[src/rtl/uart_pkg.sv]
// Shared UART definitions: state encodings for the TX and RX machines,
// default bit timing and frame shape.
package uart_pkg;

  localparam int CLKS_PER_BIT_DEFAULT = 217;  // 25 MHz / 115200 baud
  localparam int DATA_BITS            = 8;
  localparam int STOP_BITS            = 1;

  typedef enum logic [1:0] {
    TX_IDLE,
    TX_START_BIT,
    TX_DATA_BITS,
    TX_STOP_BIT
  } tx_state_t;

  typedef enum logic [2:0] {
    RX_IDLE,
    RX_START_BIT,
    RX_DATA_BITS,
    RX_STOP_BIT,
    RX_CLEANUP
  } rx_state_t;

endpackage

[src/rtl/uart_tx_if.sv]
// Byte handshake and line signals between fabric logic and the UART transmitter.
interface uart_tx_if;
  import uart_pkg::*;

  logic                 tx_dv;
  logic [DATA_BITS-1:0] tx_byte;
  logic                 tx_ready;
  logic                 tx_active;
  logic                 tx_serial;
  logic                 tx_done;

  modport master (
    output tx_dv, tx_byte,
    input  tx_ready, tx_active, tx_serial, tx_done
  );

  modport slave (
    input  tx_dv, tx_byte,
    output tx_ready, tx_active, tx_serial, tx_done
  );
endinterface

[src/rtl/uart_bit_timer.sv]
// Bit-period counter: strobes tc on the last cycle of every CLKS_PER_BIT window.
// Shared between the UART transmitter and receiver.
module uart_bit_timer
  import uart_pkg::*;
#(
  parameter int CLKS_PER_BIT = CLKS_PER_BIT_DEFAULT
) (
  input  logic clk,
  input  logic rst,
  input  logic restart,
  output logic tc
);

  localparam int CNT_W = (CLKS_PER_BIT > 1) ? $clog2(CLKS_PER_BIT) : 1;
  localparam logic [CNT_W-1:0] LAST = CNT_W'(CLKS_PER_BIT - 1);

  logic [CNT_W-1:0] cnt;

  assign tc = (cnt == LAST);

  always_ff @(posedge clk) begin
    if (rst || restart || tc) cnt <= '0;
    else                      cnt <= cnt + CNT_W'(1);
  end

endmodule

[src/rtl/uart_tx.sv]
// UART transmitter, 8N1, with a one-entry holding register so a second byte
// can be queued during a frame and sent with no idle gap.
module uart_tx
  import uart_pkg::*;
#(
  parameter int CLKS_PER_BIT = CLKS_PER_BIT_DEFAULT
) (
  input  logic     i_Clock,
  input  logic     i_Reset,
  uart_tx_if.slave tx
);

  localparam int IDX_W = $clog2(DATA_BITS);
  localparam logic [IDX_W-1:0] LAST_IDX = IDX_W'(DATA_BITS - 1);

  tx_state_t            state;
  logic                 ready;
  logic                 active;
  logic                 serial;
  logic                 done;
  logic [IDX_W-1:0]     idx;
  logic [DATA_BITS-1:0] shift;
  logic [DATA_BITS-1:0] hold;
  logic                 tc;
  logic                 accept;
  logic                 stop_end;
  logic                 load_direct;
  logic                 load_hold;

  assign accept      = tx.tx_dv && ready;
  assign stop_end    = (state == TX_STOP_BIT) && tc;
  // A byte offered while the line is free (idle or stop-bit end) bypasses holding.
  assign load_direct = accept && ((state == TX_IDLE) || stop_end);
  assign load_hold   = accept && !load_direct;

  assign tx.tx_ready  = ready;
  assign tx.tx_active = active;
  assign tx.tx_serial = serial;
  assign tx.tx_done   = done;

  uart_bit_timer #(.CLKS_PER_BIT(CLKS_PER_BIT)) bit_timer (
    .clk     (i_Clock),
    .rst     (i_Reset),
    .restart (state == TX_IDLE),
    .tc      (tc)
  );

  always_ff @(posedge i_Clock) begin
    if (load_direct)            shift <= tx.tx_byte;
    else if (stop_end && !ready) shift <= hold;
    if (load_hold)              hold  <= tx.tx_byte;
  end

  always_ff @(posedge i_Clock) begin
    if (i_Reset) begin
      state  <= TX_IDLE;
      ready  <= 1'b1;
      active <= 1'b0;
      serial <= 1'b1;
      done   <= 1'b0;
      idx    <= '0;
    end else begin
      done <= 1'b0;
      case (state)
        TX_IDLE: begin
          serial <= 1'b1;
          if (accept) begin
            state  <= TX_START_BIT;
            serial <= 1'b0;
            active <= 1'b1;
          end
        end
        TX_START_BIT: begin
          if (tc) begin
            state  <= TX_DATA_BITS;
            idx    <= '0;
            serial <= shift[0];
          end
        end
        TX_DATA_BITS: begin
          if (tc) begin
            if (idx == LAST_IDX) begin
              state  <= TX_STOP_BIT;
              serial <= 1'b1;
            end else begin
              idx    <= idx + IDX_W'(1);
              serial <= shift[idx + IDX_W'(1)];
            end
          end
        end
        TX_STOP_BIT: begin
          if (tc) begin
            done <= 1'b1;
            if (!ready || accept) begin
              // Next frame starts on the very next cycle, keeping Active high.
              ready  <= 1'b1;
              state  <= TX_START_BIT;
              serial <= 1'b0;
            end else begin
              state  <= TX_IDLE;
              active <= 1'b0;
            end
          end
        end
        default: state <= TX_IDLE;
      endcase
      if (load_hold) ready <= 1'b0;
    end
  end

endmodule

[src/flat_wrapper.sv]
// flat-port wrapper written by rule: the top's interface ports become plain ports
module uart_tx_flat import uart_pkg::*;
#(
  parameter int CLKS_PER_BIT = CLKS_PER_BIT_DEFAULT
)
  (i_Clock, i_Reset, tx_tx_dv, tx_tx_byte, tx_tx_ready, tx_tx_active, tx_tx_serial, tx_tx_done);
  uart_tx_if tx_i ();
  input  logic i_Clock;
  input  logic i_Reset;
  input wire logic [$bits(tx_i.tx_dv)-1:0] tx_tx_dv;
  input wire logic [$bits(tx_i.tx_byte)-1:0] tx_tx_byte;
  output wire logic [$bits(tx_i.tx_ready)-1:0] tx_tx_ready;
  output wire logic [$bits(tx_i.tx_active)-1:0] tx_tx_active;
  output wire logic [$bits(tx_i.tx_serial)-1:0] tx_tx_serial;
  output wire logic [$bits(tx_i.tx_done)-1:0] tx_tx_done;
  assign tx_i.tx_dv = tx_tx_dv;
  assign tx_i.tx_byte = tx_tx_byte;
  assign tx_tx_ready = tx_i.tx_ready;
  assign tx_tx_active = tx_i.tx_active;
  assign tx_tx_serial = tx_i.tx_serial;
  assign tx_tx_done = tx_i.tx_done;
  uart_tx #(.CLKS_PER_BIT(CLKS_PER_BIT)) u_core (.i_Clock(i_Clock), .i_Reset(i_Reset), .tx(tx_i));
endmodule
[config.mk]
export PLATFORM = sky130hd
export DESIGN_NAME = uart_tx_flat
export DESIGN_NICKNAME = d
export VERILOG_FILES = /design/src/rtl/uart_pkg.sv /design/src/rtl/uart_tx_if.sv /design/src/rtl/uart_bit_timer.sv /design/src/rtl/uart_tx.sv /design/src/flat_wrapper.sv
export SDC_FILE = /design/constraint.sdc
export NUM_CORES = 1
export LEC_CHECK = 0
export ABC_CLOCK_PERIOD_IN_PS = 4550
export CAP_MARGIN = 10
export CORE_MARGIN = 2
export CORE_UTILIZATION = 60
export CTS_CLUSTER_DIAMETER = 200
export DETAILED_ROUTE_END_ITERATION = 12
export GPL_TIMING_DRIVEN = 0
export HOLD_SLACK_MARGIN = 0.05
export PLACE_DENSITY = 0.83
export SETUP_SLACK_MARGIN = 0.5
export SLEW_MARGIN = 30
export SYNTH_ARGS = -nofsm -noshare
export SYNTH_HDL_FRONTEND = slang
export SYNTH_SLANG_ARGS = --single-unit
[constraint.sdc]
create_clock -name i_Clock -period 4.55 [get_ports i_Clock]
set_input_delay 1.365 -clock i_Clock [delete_from_list [all_inputs] [get_ports i_Clock]]
set_output_delay 1.365 -clock i_Clock [all_outputs]
set_load 0.02 [all_outputs]
-- Word level (Yosys, flattened, before mapping)
Index checks and enable logic that the tools add are counted.
- add/sub/neg operators: 2
- $mul: 0
- divide/modulo/power cells: 0
- order comparisons: 1
- equal/unequal tests: 13
- shifts and indexed selects: 0
- muxes and demuxes: 31
- bitwise operators: 1
- reductions and logical operators: 24
- operator list (operator ; count):
    two-way mux 1 bit ; 16
    two-way mux 8 bit ; 2
    != test 2 bit (second input constant) ; 6
    AND reduction 4 bit ; 3
    nonzero test 2 bit ; 6
    two-way mux 2 bit ; 5
    two-way mux 3 bit ; 3
    adder 8 x 1 -> 8 bit (second input constant) ; 1
    equality test 8 bit (second input constant) ; 1
    one-hot mux 2 bit (4 select lines) ; 1
    one-hot mux 3 bit (2 select lines) ; 1
    logical AND 1 bit ; 5
    AND reduction 5 bit ; 1
    equality test 2 bit (second input constant) ; 2
    logical OR 1 bit ; 4
    < comparator 3 x 4 -> 1 bit (second input constant) ; 1
    != test 2 x 1 -> 1 bit (second input constant) ; 2
    one-hot mux 1 bit (4 select lines) ; 1
    adder 3 x 1 -> 3 bit (second input constant) ; 1
    binary-select mux 1 bit (select 3 bit) ; 1
    equality test 3 bit (second input constant) ; 1
    AND reduction 3 bit ; 1
    equality test 2 x 1 -> 1 bit (second input constant) ; 1
    zero test 1 bit ; 2
    4 further kinds ; 4
- register bits after elaboration: 33
- latch bits: 0
- bits in writable memories: 0
- memory bits (read-only): 0
- bits of input ports: 11
- output and inout bits: 4
- logic and storage cells: 81
- memories kept: 0

-- Logic depth before layout (Yosys ltp)
Gate-level depths: netlist of run 1.
- word-level depth: 8
- mapped depth: 7

-- Cells and area by module
Synthesis of run 1 repeated with hierarchy kept, for this count alone.
- cell total of the unflattened synthesis: 134
- area, all modules: 1564.0 µm²
- by module, submodules not included (module ; times used ; cells each ; area each (µm²)):
    uart_tx ; 1 ; 94 ; 1198.6
    uart_bit_timer ; 1 ; 40 ; 365.4

-- Worst setup path after synthesis of run 1
No wires, ideal clock.
- path type: input port to flip-flop
- from: input port tx_tx_dv
- to: register u_core.hold[0], enable pin
- data arrival time: 2.186 ns
- path slack: 1.978 ns
- stages on the path: 2
- buffers on the path: 0
- cells stage by stage: nand2_1 nor3b_1
- longest elaborated chain between the ends: 4
- ends and longest elaborated chain (item ; RTL line ; source):
    start, declared ; flat_wrapper.sv:10 ; input wire logic [$bits(tx_i.tx_dv)-1:0] tx_tx_dv;
    logical AND 1 bit (*) ; uart_tx.sv:30 ; assign accept = tx.tx_dv && ready;
    logical AND 1 bit ; uart_tx.sv:33 ; assign load_direct = accept && ((state == TX_IDLE) || stop_end);
    zero test 1 bit ; uart_tx.sv:34 ; assign load_hold = accept && !load_direct;
    logical AND 1 bit (*) ; uart_tx.sv:34 ;
    named net u_core.load_hold ; uart_tx.sv:28 ; logic load_hold;
    end signal, assigned ; uart_tx.sv:51 ; if (load_hold) hold <= tx.tx_byte;
    end, declared ; uart_tx.sv:23 ; logic [DATA_BITS-1:0] hold;
Mark *: on every way through the listed nets, which the timed path passes. The rest lies on a longest branch.
A chain may end at the register's enable or synchronous reset.

-- Worst setup path after layout of run 1
Ends and elaborated chain as after synthesis.

==> impl_metrics.ini, run 1 <==
[status]
status = completed

[logic_synthesis]
ys.warnings.count = 0
seq_area_frac_synth_pct = 50.7
syn_nets = 160
synth_top_area_share_pct = 29.7
netlist_area_um2 = 1620
synthFlopType = dfxtp_1
synthTopCellsByCount = dfxtp_1 (17), edfxtp_1 (16), nor2_1 (14)
synth.distinct_cells = 40
synth.most_common_cell = dfxtp_1
synth_area_leaders = edfxtp_1 (30%), dfxtp_1 (21%), ha_1 (7.0%)
netlist.top_cell.by_area = edfxtp_1
synth_edf_count = 16
syn_inst = 140
async_flop_share_pct = 0
postSynthAreaPerCell_um2 = 11.6
ys_ff_latch = 33

[timing]
finalCriticalPeriod_ps = 2810
hold_viol_final = 0
slew_headroom_pct = 50.7
max_clock_freq_mhz = 356
rsz0062_at_grt = no
timing.final.crit_share_pct = 61.7
tns_ps = 0
setup_viol = 0
worstMarginPinSlew_ps = 740
slew_violations = 0
fin_skew_ps = 6.87

[flow_run]
maxCapViolCount = 0

[placement]
hpwlAfterDp_um = 2110
place_congestion = 0.826
io_buffers = 13
placedCellCount = 183

[die]
die_h_um = 55.9
dieArea_um2 = 3130
row_count = 18
design.core.area_um2 = 2520
start_util_pct = 64.2
die_w_um = 55.9
num_io_pins = 15

[critical_path]
cp_slowest_stage_delay_ps = 630
crit_arrival_ps = 2780
crit_family = simple AND/OR/NAND/NOR gates
cp.required_ps = 4520
endpoint = u_core.hold[0]
crit_chain = clkdlybuf4s50_1, nand2_1, nor3b_2
cp_num_buf_inv = 1
crit_type = input port to flip-flop
rr_worst_depth = 5
slowest_stage = nor3b_2
reg2reg_setup_slack_ps = 2590
r2r-end = u_core.tx.tx_serial
cp.depth = 3
r2r_start = u_core.idx[0]
cp-start-kind = input port
cp_max_fo = 8
end_kind = flip-flop
crit_start = tx_tx_dv

[global_route]
gr-total-overflow = 0
grt_pass1_wl_um = 4920
grt_usage_pct = 20.5
grt_pass1_vias = 1136
antenna_found_initial = 0
grt_start_max_net_pins = 12

[cells_and_area]
layout-area-overhead-vs-synth_pct = 14.1
drive_gt1_share_pct = 15.5
finalCoreUtilization_pct = 73.2
final_cells = 191
diodes = 0
num-nets-final = 180
n_fill_cell = 191

[clock_tree]
clock_latency_ps = 340
cts.clk_slew.worst_paths_ps = 90
cts.hold.buffers_added = 0
ctsResizeCount = 0
clk_path_buf_depth = 2
cts_tree = built
post_cts_buffers = 0
clock-root-buffer = clkbuf_4
cts.sinks = 33
htreeDepth = 2
cts_buffers = 5

[route]
ant_nets = 0
drc = 0
drt_first_pass_iters = 4
dr_total_vias = 1128
totalWireLength_um = 2890
avgViaCountPerCell = 5.91
wl_per_cell_um = 15.1
first_iter_violations = 57

[pwr]
power_density_nw_per_um2 = 509
p_leak_nw = 0.693
fin_total_pwr_mw = 0.940
ir_worst_vdd_v = 0.000342

[min_path]
hold_depth = 1
min_path_type = flip-flop to flip-flop
[layout make-up]
| class | count | area, um2 | share of cell area (%) |
|---|---|---|---|
| Sequential cell | 33 | 821 | 44.4 |
| Clock buffer | 5 | 37.5 | 2.03 |
| Tap cell | 30 | 37.5 | 2.03 |
| Buffer | 2 | 11.3 | 0.610 |
| Inverter | 7 | 26.3 | 1.42 |
| Timing Repair Buffer | 13 | 130 | 7.05 |
| Multi-Input combinational cell | 98 | 766 | 41.5 |
| Clock inverter | 3 | 17.5 | 0.949 |
[layer usage]
metal	vias up	wire, um	GRT usage [%]
met4	0	55	11.9
met3	7	183	5.58
met2	39	1410	33.5
li1	554	-	-
met1	528	1240	24.4
met5	-	0	0
[cells in the final DEF, fill, tap and decap left out, types with 5 or more instances in the layout]
cell type,n
nor2b_1,6
clkbuf_4,5
ha_1,9
a21oi_1,7
clkdlybuf4s50_1,13
edfxtp_1,16
nor2_1,14
dfxtp_1,17
inv_1,7
mux2_2,10
[report_power, final]
group          leakage, nW  switching, mW  internal, mW
Clock               0.0310          0.100        0.0581
Combinational        0.374          0.194         0.157
Sequential           0.288         0.0318         0.399
Total                0.693          0.326         0.614
[stage by stage]
| stage | cell area [um2] | hold slack [ps] | setup slack (ps) |
|---|---|---|---|
| after floorplan | 1620 | 426 | 1980 |
| after global routing | 1850 | 486 | 1680 |
| after global placement | 1790 | 437 | 980 |
| after CTS | 1850 | 472 | 1760 |
| after detailed placement | 1790 | 447 | 1400 |
| final | 1850 | 467 | 1740 |
[state kept, by name, indices dropped and copies added (netlist names)]
signal / flops
u_core.bit_timer.cnt: 8
u_core.tx.tx_done: 1
u_core.hold: 8
u_core.tx.tx_active: 1
u_core.shift: 8
u_core.tx.tx_serial: 1
u_core.tx.tx_ready: 1
u_core.idx: 3
u_core.state: 2
[kinds of logic (layout without fill, tap and decap cells)]
| logic type | Yosys count | in the layout | synth area share (%) |
|---|---|---|---|
| multiplexers | 14 | 14 | 10.2 |
| AO/OA/AOI/OAI | 22 | 22 | 9.74 |
| XOR/XNOR | 6 | 6 | 3.25 |
| AND/OR/NAND/NOR | 47 | 47 | 16.8 |
| flip-flops | 33 | 33 | 50.7 |
| adder cells (fa/ha/maj) | 9 | 9 | 6.96 |
| buffers and inverters | 9 | 30 | 2.32 |
[worst min-delay path by stage]
stage | start | end | slack (ps)
2_1_floorplan | u_core.bit_timer.cnt[0] | u_core.bit_timer.cnt[0] | 430
3_3_place_gp | u_core.bit_timer.cnt[0] | u_core.bit_timer.cnt[0] | 440
3_5_place_dp | u_core.bit_timer.cnt[0] | u_core.bit_timer.cnt[0] | 450
4_1_cts | u_core.bit_timer.cnt[0] | u_core.bit_timer.cnt[0] | 470
5_1_grt | u_core.bit_timer.cnt[0] | u_core.bit_timer.cnt[0] | 490
6_report | u_core.bit_timer.cnt[0] | u_core.bit_timer.cnt[0] | 470
Power figures use the tool's default switching activity.
==> run 2, diff against run 1 <==
--- a/config.mk
+++ b/config.mk
@@ -5,15 +5,15 @@
 export SDC_FILE = /design/constraint.sdc
 export NUM_CORES = 1
 export LEC_CHECK = 0
-export ABC_CLOCK_PERIOD_IN_PS = 4550
+export ABC_CLOCK_PERIOD_IN_PS = 2600
 export CAP_MARGIN = 10
 export CORE_MARGIN = 2
-export CORE_UTILIZATION = 60
+export CORE_UTILIZATION = 56
 export CTS_CLUSTER_DIAMETER = 200
 export DETAILED_ROUTE_END_ITERATION = 12
 export GPL_TIMING_DRIVEN = 0
 export HOLD_SLACK_MARGIN = 0.05
-export PLACE_DENSITY = 0.83
+export PLACE_DENSITY = 0.78
 export SETUP_SLACK_MARGIN = 0.5
 export SLEW_MARGIN = 30
 export SYNTH_ARGS = -nofsm -noshare
==> constraint.sdc (replaced) <==
create_clock -name i_Clock -period 2.6 [get_ports i_Clock]
set_input_delay 0.78 -clock i_Clock [delete_from_list [all_inputs] [get_ports i_Clock]]
set_output_delay 0.78 -clock i_Clock [all_outputs]
set_load 0.02 [all_outputs]
==> impl_metrics.ini, run 2 (same netlist as run 1, synthesis figures left out) <==
[die]
die_w_um = 57.8
row_count = 19
dieArea_um2 = 3340
start_util_pct = 58.7
num_io_pins = 15
design.core.area_um2 = 2760
die_h_um = 57.8

[cells_and_area]
reg.largest.list = u_core.bit_timer.cnt: 8 flops, u_core.hold: 8 flops, u_core.shift: 8 flops
finalCoreUtilization_pct = 68.1
n_fill_cell = 217
final_cell_mix = dfxtp_1 (17), edfxtp_1 (16), nor2_1 (14)
design_area_um2 = 1880
num-nets-final = 180
diodes = 0
layout_commonest_cell = dfxtp_1
final_cells = 192
multi_input_area_um2 = 777
drive_gt1_share_pct = 15.5
seqCellArea_um2 = 821
layout-area-overhead-vs-synth_pct = 15.9

[timing]
fin_skew_ps = 5.68
whs_ps = 466
timing.final.ws_setup_ps = 540
slew_violations = 0
rsz0062_at_grt = no
max_clock_freq_mhz = 485
finalCriticalPeriod_ps = 2060
slew_headroom_pct = 51.5
timing.final.crit_share_pct = 79.2
setup_viol = 0
worstMarginPinSlew_ps = 728
hold_viol_final = 0
tns_ps = 0

[critical_path]
cp_num_buf_inv = 1
crit_arrival_ps = 1280
crit_chain = clkdlybuf4s50_1
reg2reg_setup_slack_ps = 610
cp-start-kind = flip-flop
cp_slowest_stage_delay_ps = 610
cp_max_fo = 2
cp.required_ps = 1820
slowest_stage = clkdlybuf4s50_1
crit_type = flip-flop to output port
crit_family = buffers and inverters
end_kind = output port

[pwr]
fin_total_pwr_mw = 1.74
p_int_mw = 1.18
ir_worst_vdd_v = 0.000742
pwr-share-comb_pct = 35.5
power_density_nw_per_um2 = 929
pwr-share-clk_pct = 20.8
switching_power_mw = 0.564
sw_frac_of_total_pct = 32.4
p_leak_nw = 0.702
seqPwrFrac_pct = 43.7

[clock_tree]
clock-root-buffer = clkbuf_4
cts_buffers = 5
htreeDepth = 2
cts.clk_slew.worst_paths_ps = 100
cts_tree = built
cts.hold.buffers_added = 0
cts.sinks = 33
clk_path_buf_depth = 2
post_cts_buffers = 0
clock_latency_ps = 330

[route]
drc = 0
drt_first_pass_iters = 4
ant_nets = 0
first_iter_violations = 80
totalWireLength_um = 3000
wl_per_cell_um = 15.6
avgViaCountPerCell = 5.96
dr_total_vias = 1144

[global_route]
gr-total-overflow = 0
grt_usage_pct = 21.4
grt_pass1_vias = 1136
grt_start_max_net_pins = 11
antenna_found_initial = 0
grt_pass1_wl_um = 5310

[placement]
postPlaceCellArea_um2 = 1790
pre_cts_ws_ps = 34.0
placedCellCount = 184
io_buffers = 13
place_congestion = 0.799
hpwlAfterDp_um = 2200

[min_path]
min_path_type = flip-flop to flip-flop

[flow_run]
maxCapViolCount = 0

[status]
status = completed
==> run 2: final cells by class <==
class                           instances  share of cell area (%)
Inverter                                7                    1.40
Buffer                                  2                   0.600
Tap cell                               31                    2.07
Multi-Input combinational cell         98                    41.4
Clock buffer                            6                    2.20
Sequential cell                        33                    43.7
Timing Repair Buffer                   13                    6.80
Clock inverter                          2                    1.80
==> run 2: power groups by stage <==
stage / sequential (mW) / combinational (mW) / clock, mW
6_report: 0.761 / 0.619 / 0.363
5_1_grt: 0.776 / 0.686 / 0.397
4_1_cts: 0.760 / 0.613 / 0.376
3_5_place_dp: 0.772 / 0.600 / 0
3_3_place_gp: 0.759 / 0.570 / 0
2_1_floorplan: 0.768 / 0.433 / 0
==> run 2: path summary, 6_finish.rpt <==
kind | from | end | cells after the start
min | u_core.bit_timer.cnt[0] | u_core.bit_timer.cnt[0] | 1
max reg2reg | u_core.idx[0] | u_core.tx.tx_serial | 5
max | u_core.tx.tx_serial | tx_tx_serial | 1
min reg2reg | u_core.bit_timer.cnt[0] | u_core.bit_timer.cnt[0] | 1
==> run 2: what timing repair did <==
action	CTS	global route
hold endpoints to repair	0	0
resized for setup	4	1
endpoints found under the setup margin	17	3
==> run 2: layer usage <==
layer	track usage [%]	wire length, um
met5	0	0
met4	9.30	76
met3	6.47	170
met2	34.1	1500
met1	26.9	1250
